===== config.mk =====
export PLATFORM = sky130hd
export DESIGN_NAME = daio_rx_framer_flat
export DESIGN_NICKNAME = d
export VERILOG_FILES = /design/src/rtl/daio_pkg.sv /design/src/rtl/daio_rx_framer_if.sv /design/src/rtl/daio_rx_status.sv /design/src/rtl/daio_rx_framer.sv /design/src/flat_wrapper.sv
export SDC_FILE = /design/constraint.sdc
export NUM_CORES = 1
export LEC_CHECK = 0
export ABC_AREA = 1
export BUFFER_PORTS_ARGS = -buffer_cell sky130_fd_sc_hd__buf_2
export CAP_MARGIN = 20
export CORE_MARGIN = 5
export CORE_UTILIZATION = 40
export DETAILED_ROUTE_END_ITERATION = 12
export GPL_TIMING_DRIVEN = 0
export SLEW_MARGIN = 20
export SYNTH_ARGS = -nofsm -noshare
export SYNTH_HDL_FRONTEND = slang
export SYNTH_SLANG_ARGS = --single-unit

===== constraint.sdc =====
create_clock -name clock -period 4.61 [get_ports clock]
set_input_delay 0.922 -clock clock [delete_from_list [all_inputs] [get_ports clock]]
set_output_delay 0.922 -clock clock [all_outputs]
set_load 0.02 [all_outputs]

===== src/rtl/daio_pkg.sv =====
// Shared types and constants for the DAIO receive framer.
//  state_t       : framer FSM states
//  STAT_*        : bit positions inside rx_status
package daio_pkg;

    localparam int unsigned STAT_W       = 4;
    localparam int unsigned STAT_CARRIER = 0;
    localparam int unsigned STAT_BIPHASE = 1;
    localparam int unsigned STAT_SYNC    = 2;
    localparam int unsigned STAT_PARITY  = 3;

    typedef enum logic [1:0] {
        IDLE = 2'd0,
        SEEK = 2'd1,
        RECV = 2'd2
    } state_t;

endpackage


===== src/rtl/daio_rx_framer_if.sv =====
// Bit stream from the phase decoder into the framer.
//  bit_valid         : strobe, all other fields valid this cycle
//  bit_in            : extracted bit
//  preamble_block/a/b: preamble detected (block start / channel 0 / channel > 0)
//  carrier_loss      : carrier lost
//  biphase_violation : missing biphase transition
// master = phase decoder, slave = framer.
interface daio_rx_framer_if;

    logic bit_valid;
    logic bit_in;
    logic preamble_block;
    logic preamble_a;
    logic preamble_b;
    logic carrier_loss;
    logic biphase_violation;

    modport master (
        output bit_valid, bit_in, preamble_block, preamble_a, preamble_b,
               carrier_loss, biphase_violation
    );

    modport slave (
        input  bit_valid, bit_in, preamble_block, preamble_a, preamble_b,
               carrier_loss, biphase_violation
    );

endinterface


===== src/rtl/daio_rx_status.sv =====
// Sticky receive status bits; a set on the same cycle as clear wins.
//  clock, reset : clock, asynchronous active-high reset
//  set_bits     : per-bit set requests (one cycle)
//  clear        : zero all bits
//  status       : sticky status
module daio_rx_status
    import daio_pkg::*;
(
    input  logic              clock,
    input  logic              reset,
    input  logic [STAT_W-1:0] set_bits,
    input  logic              clear,
    output logic [STAT_W-1:0] status
);

    always_ff @(posedge clock or posedge reset) begin
        if (reset) begin
            status <= '0;
        end else begin
            status <= (clear ? '0 : status) | set_bits;
        end
    end

endmodule


===== src/rtl/daio_rx_framer.sv =====
// DAIO receive framer: tracks block/frame/channel/bit position of the decoded
// bit stream, pulses per-channel and buffer load strobes, checks even parity
// per subframe and keeps sticky status.
//  clock, reset  : clock, asynchronous active-high reset
//  rx_enable     : receiver enable (0 forces IDLE, counters cleared)
//  parity_enable : enables the parity_error status bit
//  status_clear  : clears sticky status
//  rx            : decoder bit stream (slave side)
//  rx_status     : [0] carrier [1] biphase [2] sync [3] parity, sticky
//  parity        : running XOR of the current subframe's parity field
//  load_ch       : one-cycle pulse per completed channel subframe
//  load_buff     : one-cycle pulse every BUFF_EVERY frames
//  block_done    : one-cycle pulse after the last frame of a block
//  shift_reg     : last DATA_W bits received, newest at LSB
//  frame_ofs     : frame counter LSBs
module daio_rx_framer
    import daio_pkg::*;
#(
    parameter int unsigned DATA_W           = 20,
    parameter int unsigned SUBFRAME_BITS    = 32,
    parameter int unsigned PREAMBLE_BITS    = 4,
    parameter int unsigned NUM_CH           = 2,
    parameter int unsigned FRAMES_PER_BLOCK = 192,
    parameter int unsigned BUFF_EVERY       = 4
) (
    input  logic              clock,
    input  logic              reset,
    input  logic              rx_enable,
    input  logic              parity_enable,
    input  logic              status_clear,
    daio_rx_framer_if.slave   rx,
    output logic [STAT_W-1:0] rx_status,
    output logic              parity,
    output logic [NUM_CH-1:0] load_ch,
    output logic              load_buff,
    output logic              block_done,
    output logic [DATA_W-1:0] shift_reg,
    output logic [1:0]        frame_ofs
);

    localparam int unsigned BIT_W   = $clog2(SUBFRAME_BITS);
    localparam int unsigned FRAME_W = $clog2(FRAMES_PER_BLOCK);
    localparam int unsigned CH_W    = (NUM_CH > 1) ? $clog2(NUM_CH) : 1;

    state_t             state;
    logic [BIT_W-1:0]   bit_cnt;
    logic [CH_W-1:0]    ch;
    logic [FRAME_W-1:0] frame_cnt;

    logic              strobe_c;
    logic              last_bit_c;
    logic              last_ch_c;
    logic              last_frame_c;
    logic              buff_hit_c;
    logic              pre_exp_c;
    logic [STAT_W-1:0] stat_set_c;

    // Position decode and status set requests for the current strobe
    always_comb begin
        strobe_c     = rx_enable && (state == RECV) && !rx.carrier_loss && rx.bit_valid;
        last_bit_c   = (bit_cnt == BIT_W'(SUBFRAME_BITS - 1));
        last_ch_c    = (ch == CH_W'(NUM_CH - 1));
        last_frame_c = (frame_cnt == FRAME_W'(FRAMES_PER_BLOCK - 1));
        buff_hit_c   = ((32'(frame_cnt) % BUFF_EVERY) == (BUFF_EVERY - 1));

        // Block preamble only opens frame 0; later frames use A on channel 0
        if (ch == '0) begin
            pre_exp_c = (frame_cnt == '0) ? rx.preamble_block : rx.preamble_a;
        end else begin
            pre_exp_c = rx.preamble_b;
        end

        stat_set_c               = '0;
        stat_set_c[STAT_CARRIER] = rx.carrier_loss && (state != IDLE);
        stat_set_c[STAT_BIPHASE] = rx.biphase_violation && (state != IDLE);
        stat_set_c[STAT_SYNC]    = strobe_c && (bit_cnt == BIT_W'(PREAMBLE_BITS - 1)) && !pre_exp_c;
        stat_set_c[STAT_PARITY]  = strobe_c && last_bit_c && parity_enable && (parity ^ rx.bit_in);
    end

    // Framer FSM, position counters and registered strobes
    always_ff @(posedge clock or posedge reset) begin
        if (reset) begin
            state      <= IDLE;
            bit_cnt    <= '0;
            ch         <= '0;
            frame_cnt  <= '0;
            parity     <= 1'b0;
            shift_reg  <= '0;
            load_ch    <= '0;
            load_buff  <= 1'b0;
            block_done <= 1'b0;
        end else begin
            load_ch    <= '0;
            load_buff  <= 1'b0;
            block_done <= 1'b0;

            if (rx.bit_valid && (state != IDLE)) begin
                shift_reg <= {shift_reg[DATA_W-2:0], rx.bit_in};
            end

            if (!rx_enable) begin
                state     <= IDLE;
                bit_cnt   <= '0;
                ch        <= '0;
                frame_cnt <= '0;
                parity    <= 1'b0;
            end else begin
                case (state)
                    IDLE: state <= SEEK;

                    // The block preamble strobe is the last preamble bit of ch 0
                    SEEK: begin
                        if (rx.bit_valid && rx.preamble_block) begin
                            state     <= RECV;
                            bit_cnt   <= BIT_W'(PREAMBLE_BITS);
                            ch        <= '0;
                            frame_cnt <= '0;
                            parity    <= 1'b0;
                        end
                    end

                    RECV: begin
                        if (rx.carrier_loss) begin
                            // Abort drops the partial subframe without strobes
                            state     <= SEEK;
                            bit_cnt   <= '0;
                            ch        <= '0;
                            frame_cnt <= '0;
                        end else if (rx.bit_valid) begin
                            if (last_bit_c) begin
                                bit_cnt <= '0;
                                parity  <= parity ^ rx.bit_in;
                                load_ch <= NUM_CH'(1) << ch;
                                if (last_ch_c) begin
                                    ch         <= '0;
                                    load_buff  <= buff_hit_c;
                                    block_done <= last_frame_c;
                                    if (last_frame_c) begin
                                        state     <= SEEK;
                                        frame_cnt <= '0;
                                    end else begin
                                        frame_cnt <= frame_cnt + FRAME_W'(1);
                                    end
                                end else begin
                                    ch <= ch + CH_W'(1);
                                end
                            end else begin
                                bit_cnt <= bit_cnt + BIT_W'(1);
                                if (bit_cnt == '0) begin
                                    parity <= 1'b0;
                                end else if (bit_cnt >= BIT_W'(PREAMBLE_BITS)) begin
                                    parity <= parity ^ rx.bit_in;
                                end
                            end
                        end
                    end

                    default: state <= IDLE;
                endcase
            end
        end
    end

    assign frame_ofs = frame_cnt[1:0];

    daio_rx_status u_status (
        .clock    (clock),
        .reset    (reset),
        .set_bits (stat_set_c),
        .clear    (status_clear),
        .status   (rx_status)
    );

endmodule

===== src/flat_wrapper.sv =====
// flat-port wrapper written by rule: the top's interface ports become plain ports
module daio_rx_framer_flat import daio_pkg::*;
#(
    parameter int unsigned DATA_W           = 20,
    parameter int unsigned SUBFRAME_BITS    = 32,
    parameter int unsigned PREAMBLE_BITS    = 4,
    parameter int unsigned NUM_CH           = 2,
    parameter int unsigned FRAMES_PER_BLOCK = 192,
    parameter int unsigned BUFF_EVERY       = 4
)
  (clock, reset, rx_enable, parity_enable, status_clear, rx_status, parity, load_ch, load_buff, block_done, shift_reg, frame_ofs, rx_bit_valid, rx_bit_in, rx_preamble_block, rx_preamble_a, rx_preamble_b, rx_carrier_loss, rx_biphase_violation);
  daio_rx_framer_if rx_i ();
  input  logic clock;
  input  logic reset;
  input  logic rx_enable;
  input  logic parity_enable;
  input  logic status_clear;
  output logic [STAT_W-1:0] rx_status;
  output logic parity;
  output logic [NUM_CH-1:0] load_ch;
  output logic load_buff;
  output logic block_done;
  output logic [DATA_W-1:0] shift_reg;
  output logic [1:0] frame_ofs;
  input wire logic [$bits(rx_i.bit_valid)-1:0] rx_bit_valid;
  input wire logic [$bits(rx_i.bit_in)-1:0] rx_bit_in;
  input wire logic [$bits(rx_i.preamble_block)-1:0] rx_preamble_block;
  input wire logic [$bits(rx_i.preamble_a)-1:0] rx_preamble_a;
  input wire logic [$bits(rx_i.preamble_b)-1:0] rx_preamble_b;
  input wire logic [$bits(rx_i.carrier_loss)-1:0] rx_carrier_loss;
  input wire logic [$bits(rx_i.biphase_violation)-1:0] rx_biphase_violation;
  assign rx_i.bit_valid = rx_bit_valid;
  assign rx_i.bit_in = rx_bit_in;
  assign rx_i.preamble_block = rx_preamble_block;
  assign rx_i.preamble_a = rx_preamble_a;
  assign rx_i.preamble_b = rx_preamble_b;
  assign rx_i.carrier_loss = rx_carrier_loss;
  assign rx_i.biphase_violation = rx_biphase_violation;
  daio_rx_framer #(.DATA_W(DATA_W), .SUBFRAME_BITS(SUBFRAME_BITS), .PREAMBLE_BITS(PREAMBLE_BITS), .NUM_CH(NUM_CH), .FRAMES_PER_BLOCK(FRAMES_PER_BLOCK), .BUFF_EVERY(BUFF_EVERY)) u_core (.clock(clock), .reset(reset), .rx_enable(rx_enable), .parity_enable(parity_enable), .status_clear(status_clear), .rx(rx_i), .rx_status(rx_status), .parity(parity), .load_ch(load_ch), .load_buff(load_buff), .block_done(block_done), .shift_reg(shift_reg), .frame_ofs(frame_ofs));
endmodule

## Word-level counts from Yosys, hierarchy flattened

Cells that the tools add are included.

| storage, ports and cells | value |
|---|---|
| flip-flop bits (word level) | 45 |
| bits in latches | 0 |
| bits in writable memories | 0 |
| memory bits (read-only) | 0 |
| input bits | 12 |
| output and inout bits | 31 |
| word-level logic and storage cells | 111 |
| memories | 0 |

| cells by class | value |
|---|---|
| add/sub/neg operators | 3 |
| multipliers | 0 |
| div/mod/pow operators | 0 |
| $lt $le $gt $ge | 1 |
| equality and inequality tests | 15 |
| shift operators | 1 |
| mux-type cells | 56 |
| bitwise gates (word level) | 2 |
| reductions and logical operators | 23 |

Operator list:

| kind | count |
|---|---|
| two-way mux 8 bit | 7 |
| two-way mux 1 bit | 26 |
| two-way mux 5 bit | 5 |
| two-way mux 2 bit | 12 |
| case mux 8 bit (2 select lines) | 1 |
| AND reduction 5 bit | 3 |
| logical AND 1 bit | 12 |
| != test 4 x 3 -> 1 bit (second input constant) | 3 |
| case mux 5 bit (2 select lines) | 1 |
| adder 8 x 1 -> 8 bit (second input constant) | 1 |
| == test 8 bit (second input constant) | 1 |
| zero test 8 bit | 1 |
| != test 3 bit (second input constant) | 2 |
| case mux 2 bit (3 select lines) | 1 |
| adder 5 x 1 -> 5 bit (second input constant) | 1 |
| == test 5 x 2 -> 1 bit (second input constant) | 1 |
| == test 5 bit (second input constant) | 1 |
| >= comparator 5 x 3 -> 1 bit (second input constant) | 1 |
| zero test 5 bit | 1 |
| != test 5 x 4 -> 1 bit (second input constant) | 1 |
| == test 2 bit (second input constant) | 2 |
| two-way mux 4 bit | 1 |
| != test 4 bit (second input constant) | 1 |
| OR 4 bit | 1 |
| 12 further kinds | 14 |

## Longest topological paths before layout

Gate-level depths: netlist (run 1).

| logic depth | value |
|---|---|
| depth after elaboration | 8 |
| mapped depth | 11 |
| mapped depth without buffers | 11 |

## Hierarchy

Synthesis (run 1) repeated with hierarchy kept, for this count alone.

| second synthesis, totals | value |
|---|---|
| cells, all modules | 275 |
| area, all modules | 2301.0 µm² |

Modules (own cells, without submodules):

| module | instances | cells an instance | area an instance (µm²) |
|---|---|---|---|
| daio_rx_framer | 1 | 257 | 2148.3 |
| daio_rx_status | 1 | 18 | 152.6 |

## Worst setup path before layout (run 1)

No wires, ideal clock.

| timing | value |
|---|---|
| kind | input-to-reg |
| start | input rx_carrier_loss |
| end | register u_core.frame_cnt[5] |
| arrival | 1.674 ns |
| path slack | 2.824 ns |
| cell stages on the path | 9 |
| buffers on the path | 1 |
| cells stage by stage | inv_1 > nand2_1 > nor2_1 > nor2_4 > buf_6 > nand3_1 > nand2_1 > nand2_1 > inv_1 |

| between the ends | value |
|---|---|
| word-level cells in the longest chain between the ends | 3 |
| elaborated cells between the ends (all ways) | 7 |
| those cells by class | 3 x eq/ne; 3 x mux; 1 x reduce/logical |

RTL lines:

| what | line | text |
|---|---|---|
| start: declaration | flat_wrapper.sv:30 | `input wire logic [$bits(rx_i.carrier_loss)-1:0] rx_carrier_loss;` |
| two-way mux 8 bit | daio_rx_framer.sv:123 | `if (rx.carrier_loss) begin` |
| case mux 8 bit (2 select lines) | daio_rx_framer.sv:108 | `case (state)` |
| two-way mux 8 bit | daio_rx_framer.sv:101 | `if (!rx_enable) begin` |
| end signal: assignment | daio_rx_framer.sv:142 | `frame_cnt <= frame_cnt + FRAME_W'(1);` |
| end: declaration | daio_rx_framer.sv:48 | `logic [FRAME_W-1:0] frame_cnt;` |

Several ways; a longest one is shown, not always the timed one.
A chain may end at the register's enable or synchronous reset.

## Final worst setup path (run 1)

| timing | value |
|---|---|
| start | register u_core.frame_cnt[0] |
| end | output frame_ofs[0] |

RTL lines:

| what | line | text |
|---|---|---|
| end: declaration | flat_wrapper.sv:24 | `output logic [1:0] frame_ofs;` |

No word-level cell between the ends.

==> results of run 1 <==
==> final timing paths <==
path	from	to	slack (ns)	cells past startpoint
max	u_core.frame_cnt[0]	frame_ofs[0]	2.68	2
min	u_core.u_status.status[2]	u_core.u_status.status[2]	0.48	2
max reg2reg	u_core.bit_cnt[1]	u_core.frame_cnt[7]	2.86	11
min reg2reg	u_core.u_status.status[2]	u_core.u_status.status[2]	0.48	2
max in group asynchronous	reset	u_core.bit_cnt[3]	3.51	3
min in group asynchronous	reset	u_core.shift_reg[8]	0.61	2
==> layout make-up <==
cell class,instances,share of cell area (%)
clock inverters,2,1.32
multi-input cells,177,32.7
inverters,50,7.06
repair buffers,43,8.66
clock buffers,5,2.59
well taps,72,3.39
flip-flops and latches,45,42.4
plain buffers,8,1.88
==> power groups by stage <==
| stage | clock network (uW) | logic (uW) | registers, uW |
|---|---|---|---|
| finish | 287 | 410 | 560 |
| global route | 318 | 456 | 574 |
| CTS | 301 | 417 | 561 |
| detailed placement | 0 | 416 | 569 |
| global placement | 0 | 408 | 567 |
| floorplan | 0 | 155 | 676 |
==> Yosys cell counts <==
| cell type | number |
|---|---|
| o2111ai_1 | 1 |
| nand4_1 | 6 |
| nor2_4 | 2 |
| ha_1 | 5 |
| nand3b_1 | 3 |
| nor2_2 | 1 |
| buf_4 | 3 |
| buf_6 | 1 |
| xor2_1 | 2 |
| o22ai_1 | 1 |
| nor3_1 | 6 |
| nand3_1 | 21 |
| dfrtp_1 | 45 |
| buf_2 | 1 |
| nand2_1 | 57 |
| o21ai_0 | 19 |
| o21ai_1 | 3 |
| clkbuf_1 | 3 |
| o211ai_2 | 1 |
| nor2_1 | 33 |
| inv_1 | 48 |
| inv_2 | 2 |
| a31oi_1 | 1 |
| nand3_2 | 1 |
| nand2_2 | 3 |
| a21oi_1 | 11 |
==> per-layer routing <==
metal	share of wire [%]	global-route usage (%)
met5	0	0
met4	0.73	5.04
met3	5.3	3.24
met2	49	24.8
met1	45	18.5
==> metrics by stage <==
step / utilization (%) / power [uW]
6_report: 48.6 / 1260
5_1_grt: 48.6 / 1350
4_1_cts: 48.6 / 1280
3_5_place_dp: 46.7 / 985
3_3_place_gp: 46.3 / 974
2_1_floorplan: - / 831
==> worst max-delay path: cells and delay by family (launching register included) <==
kind | cells | cell delay (ns)
flops | 1 | 0.43
buf+inv | 2 | 0.29
==> kinds of logic (layout without fill, tap and decap cells) <==
family,count (synthesis),after routing
simple gates,133,133
fa+ha+maj,5,5
xor+xnor,2,2
compound gates,37,37
flops,45,45
buf+inv,58,108
==> summary.md, run 1 <==
| Metric | Value |
|---|---|
| Syn nets | `297` |
| Worst-path maximum fanout | `5` |
| Detail Placement HPWL | `3.73 mm` |
| Pre-CTS setup slack | `2.39 ns` |
| Antenna cell count | `0` |
| Slowest cell delay on critical path | `0.43 ns` |
| Final non-filler cell total | `402` |
| Area occupied by multi-input gates | `870 um2` |
| Area after DPL | `0.00255 mm2` |
| Logic pwr share | `32.6%` |
| Leak | `0.00146 uW` |
| Synth area leaders | `dfrtp_1 (50%), nand2_1 (9.6%), inv_1 (8.1%), nor2_1 (5.5%), nand3_1 (4.7%)` |
| Residual DRC | `0` |
| Clk pin slew, worst setup/hold paths | `0.08 ns` |
| Reg power frac | `44.6%` |
| Fill count | `557` |
| Headroom to the max-slew limit | `67.5%` |
| TNS Setup | `0 ns` |
| Synth Area in Compound Gates | `8.91%` |
| Cell area after layout | `0.00266 mm2` |
| Unique masters post-synth | `26` |
| Sw Share | `37.4%` |
| Worst path slowest cell | `dfrtp_1` |
| Max-slew violation total from the final report | `0` |
| FF/Latch Area | `0.00113 mm2` |
| Post-cts gate resize count | `0` |
| I/O Pins | `43` |
| PwrDens | `473 mW/mm2` |
| Leading cell types in the layout, fill and taps excluded | `nand2_1 (57), inv_1 (47), dfrtp_1 (45), buf_2 (43), nor2_1 (33)` |
| Startpoint types | `register` |
| Syn-to-layout area delta | `19.0%` |
| Largest family of logic cells by synthesized area | `simple AND/OR/NAND/NOR gates` |
| Gpl congestion | `0.798` |
| Post-Synth XOR/XNOR Area | `0.784%` |
| Post-synthesis mux area share | `0%` |
| Detailed Route Iter0 Violations | `72` |
| GRT Overall Usage | `14.7%` |
| Clock power share | `22.8%` |
| Worst Path Required | `3.69 ns` |
| Internal power | `786 uW` |
| Final setup viols | `0` |
| Placed Cells | `395` |
| Port buffer count | `42` |
| # hold bufs at CTS | `0` |
| Cell Area, Synth | `0.00223 mm2` |
| Clock Path Buffers | `2` |
| Max cap viols | `0` |
| Initial antenna violation count | `0` |
| Root Buffer | `clkbuf_8` |
| Post-Synth Adder-Cell Area | `2.80%` |
| Per-cell routed wire length | `12.3 um` |
| CTS H-Tree Depth | `2` |
| Worst path cell trace | `buf_4 > buf_2` |
| WS Path Type | `reg2out` |
| Number of global-route vias before repair | `1881` |
| Yosys reg bits | `45` |
| TritonCTS clock tree | `done` |
| Via/cell ratio | `4.69` |
| Synth Area in Simple Gates | `26.4%` |
| Starting density of the core | `40.8%` |
| Max Freq | `518 MHz` |
| Final hold vios | `0` |
| Worst hold path class | `reg2reg` |
| Global-route wire length before repair | `8.60 mm` |
| RSZ-0062 raised after global routing | `false` |
| Final nets | `347` |
| Std-Cell Rows | `27` |
| CP Capture Type | `output pin` |
| Drt first pass iters | `4` |
| Congestion Overflow GR | `0` |
| Worst hold slack | `0.483 ns` |
| Die Wd | `84.7 um` |
| Sequential cell area fraction in the yosys report | `50.4%` |
| Worst vdd ir | `0.000198 V` |
| Share of layout cells above drive strength 1 | `20.0%` |
| Largest net degree at the start of global routing | `27` |
| Most common cell after layout, fill and taps aside | `nand2_1` |
| Post-Syn Area per Cell | `7.98 um2` |
| P_sw | `470 uW` |
| Post-route ant nets | `0` |
| Leading area contributor after synthesis | `dfrtp_1` |
| Number of flip-flops in the largest register | `20` |
| Slew @ Worst Pin | `0.487 ns` |
| Worst skew pair latency | `0.29 ns` |
| Clock sinks | `45` |
| DIE HEIGHT | `84.7 um` |
| Die ar. | `0.00718 mm2` |
| Vias | `1884` |
| Mapped Cells | `280` |
| Ys Warns | `0` |
| DRT Wirelength | `4.95 mm` |
| Post-synth top area share | `50.4%` |
| Core ar. | `0.00547 mm2` |
| Post-CTS setup buffers | `0` |
| Final period util | `41.9%` |
| Status | `finished, final reports clean` |
| Final min period | `1.93 ns` |
| Total CTS buffers | `5` |
| Arr. time, crit path | `1.01 ns` |
| Clock Skew | `0.00625 ns` |
| Final WS setup | `2.68 ns` |
(Power assumes the default switching activity.)
==> run 2: changes to the inputs <==
==> constraint.sdc (replaced) <==
create_clock -name clock -period 1.9 [get_ports clock]
set_input_delay 0.38 -clock clock [delete_from_list [all_inputs] [get_ports clock]]
set_output_delay 0.38 -clock clock [all_outputs]
set_load 0.02 [all_outputs]
==> summary.md, run 2 (synthesized netlist as in run 1, its figures left out) <==
| Metric | Value |
|---|---|
| Status | `finished, final reports clean (unchanged)` |
| Final nets | `347 (unchanged)` |
| CTS H-Tree Depth | `2 (unchanged)` |
| Std-Cell Rows | `27 (unchanged)` |
| Final setup viols | `0 (unchanged)` |
| Arr. time, crit path | `1.91 ns (was 1.01 ns)` |
| Max-slew violation total from the final report | `0 (unchanged)` |
| Post-CTS setup buffers | `0 (unchanged)` |
| Die ar. | `0.00718 mm2 (unchanged)` |
| TritonCTS clock tree | `done (unchanged)` |
| Number of flip-flops in the largest register | `20 (unchanged)` |
| Max cap viols | `0 (unchanged)` |
| Max Freq | `596 MHz` |
| Clock Skew | `0.00642 ns (was 0.00625 ns)` |
| Leak | `0.00146 uW (about the same)` |
| Share of layout cells above drive strength 1 | `20.3% (was 20.0%)` |
| Most common cell after layout, fill and taps aside | `nand2_1 (unchanged)` |
| Total power | `3050 uW (was 1260 uW)` |
| Initial antenna violation count | `0 (unchanged)` |
| Port buffer count | `42 (unchanged)` |
| CP delay by family, top | `simple AND/OR/NAND/NOR gates (was flip-flops)` |
| Worst hold slack | `0.0725 ns (was 0.483 ns)` |
| WS Path Type | `reg2reg (was reg2out)` |
| Global-route wire length before repair | `8.60 mm (unchanged)` |
| Worst path slowest cell | `dfrtp_1 (unchanged)` |
| Placed Cells | `395 (unchanged)` |
| Worst r2r src | `u_core.bit_cnt[1] (unchanged)` |
| Detailed Route Iter0 Violations | `69 (was 72)` |
| Slew @ Worst Pin | `0.488 ns (was 0.487 ns)` |
| Residual DRC | `0 (unchanged)` |
| R2R depth | `11 (unchanged)` |
| Antenna cell count | `0 (unchanged)` |
| Clock sinks | `45 (unchanged)` |
| Area occupied by multi-input gates | `872 um2 (was 870 um2)` |
| Post-route ant nets | `0 (unchanged)` |
| Vias | `1886 (was 1884)` |
| Die Wd | `84.7 um (unchanged)` |
| DIE HEIGHT | `84.7 um (unchanged)` |
| Reg2reg end | `u_core.frame_cnt[7] (unchanged)` |
| Core ar. | `0.00547 mm2 (unchanged)` |
| Worst hold path class | `in2async (was reg2reg)` |
| Fin util | `48.7% (was 48.6%)` |
| Largest net degree at the start of global routing | `27 (unchanged)` |
| CP Capture Type | `register (was output pin)` |
| CP Buf/Inv Count | `3 (was 2)` |
| FF/Latch Area | `0.00113 mm2 (unchanged)` |
| Worst vdd ir | `0.000482 V (was 0.000198 V)` |
| Total CTS buffers | `5 (unchanged)` |
| Per-cell routed wire length | `12.3 um (about the same)` |
| Final non-filler cell total | `402 (unchanged)` |
| Fill count | `556 (was 557)` |
| Slowest cell delay on critical path | `0.36 ns (was 0.43 ns)` |
| Number of global-route vias before repair | `1881 (unchanged)` |
| Clk pin slew, worst setup/hold paths | `0.08 ns (about the same)` |
| Clock Path Buffers | `2 (unchanged)` |
| Final period util | `88.3%` |
| PwrDens | `1140 mW/mm2 (was 473 mW/mm2)` |
| I/O Pins | `43 (unchanged)` |
| Congestion Overflow GR | `0 (unchanged)` |
| Gpl congestion | `0.798 (unchanged)` |
| Final min period | `1.68 ns` |
| Worst skew pair latency | `0.29 ns (about the same)` |
| TNS Setup | `0 ns (unchanged)` |
| Leading cell types in the layout, fill and taps excluded | `nand2_1 (57), inv_1 (47), dfrtp_1 (45), buf_2 (43), nor2_1 (33) (unchanged)` |
| Worst-path maximum fanout | `10 (was 5)` |
| Final hold vios | `0 (unchanged)` |
| Drt first pass iters | `4 (unchanged)` |
| Worst path cell trace | `ha_2 > nand2_1 > nor2_1 > ha_1 > inv_1 > o211ai_2 > buf_6 > nand3_1 > nand2_1 > inv_1 > nor2_1 (was buf_4 > buf_2)` |
| Starting density of the core | `40.8% (unchanged)` |
| Detail Placement HPWL | `3.73 mm (unchanged)` |
| RSZ-0062 raised after global routing | `false (unchanged)` |
| Startpoint types | `register (unchanged)` |
| GRT Overall Usage | `14.7% (unchanged)` |
| Root Buffer | `clkbuf_8 (unchanged)` |
| Worst Path Required | `2.13 ns (was 3.69 ns)` |
| Worst reg2reg setup slack | `0.22 ns (was 2.86 ns)` |
| DRT Wirelength | `4.94 mm (was 4.95 mm)` |
| Via/cell ratio | `4.69 (about the same)` |
| Headroom to the max-slew limit | `67.5% (about the same)` |
| Syn-to-layout area delta | `19.4% (was 19.0%)` |
run 2: layout make-up:
cell class                 count  share of cell area, %
clock inverter                 2                   1.31
multi-input combinational    177                   32.7
clock buffer                   5                   2.58
timing repair buffer          43                   8.63
buffer                         8                   2.02
sequential                    45                   42.2
inverter                      50                   7.13
tap                           72                   3.38
run 2: stage by stage:
stage          worst slack (ns)  instance area (um2)
4_1_cts                   0.135                 2660
2_1_floorplan             0.307                 2230
3_5_place_dp              0.163                 2550
6_report                  0.221                 2670
5_1_grt                0.000161                 2670
3_3_place_gp             -0.188                 2530
run 2: power by group:
part           total (uW)  switching, uW  internal, uW
Sequential           1360            160          1200
Combinational         996            668           328
Clock                 696            313           382
Total                3050           1140          1910
run 2: metal layers:
layer  vias to the layer above  global-route usage [%]  share of wire, %
li1                        979                       -                 -
met1                       871                    18.5                45
met2                        32                    24.8                49
met3                         4                    3.24               5.3
met4                         0                    5.04              0.71
met5                         -                       0                 0
run 2: worst register-to-register path: cells and delay by family (launching register included):
kind | cells | cell delay (ns)
buf+inv | 3 | 0.32
fa+ha+maj | 2 | 0.36
simple gates | 5 | 0.38
flops | 1 | 0.36
compound gates | 1 | 0.21
run 2: repair_timing:
action,in CTS,in global routing
endpoints found under the setup margin,0,4
hold buffers,0,0
resized for setup,0,3
run 2: worst max-delay path by stage:
stage                     slack (ns)         startpoint  cells after the start                   to
after global routing          0.0002  u_core.bit_cnt[1]                     11  u_core.frame_cnt[7]
after global placement         -0.19              reset                      2    u_core.bit_cnt[2]
after detailed placement        0.16  u_core.bit_cnt[1]                     11  u_core.frame_cnt[5]
after CTS                       0.14  u_core.bit_cnt[1]                     11  u_core.frame_cnt[6]
final                           0.22  u_core.bit_cnt[1]                     11  u_core.frame_cnt[7]
after floorplan                 0.31  u_core.bit_cnt[0]                     11  u_core.frame_cnt[6]
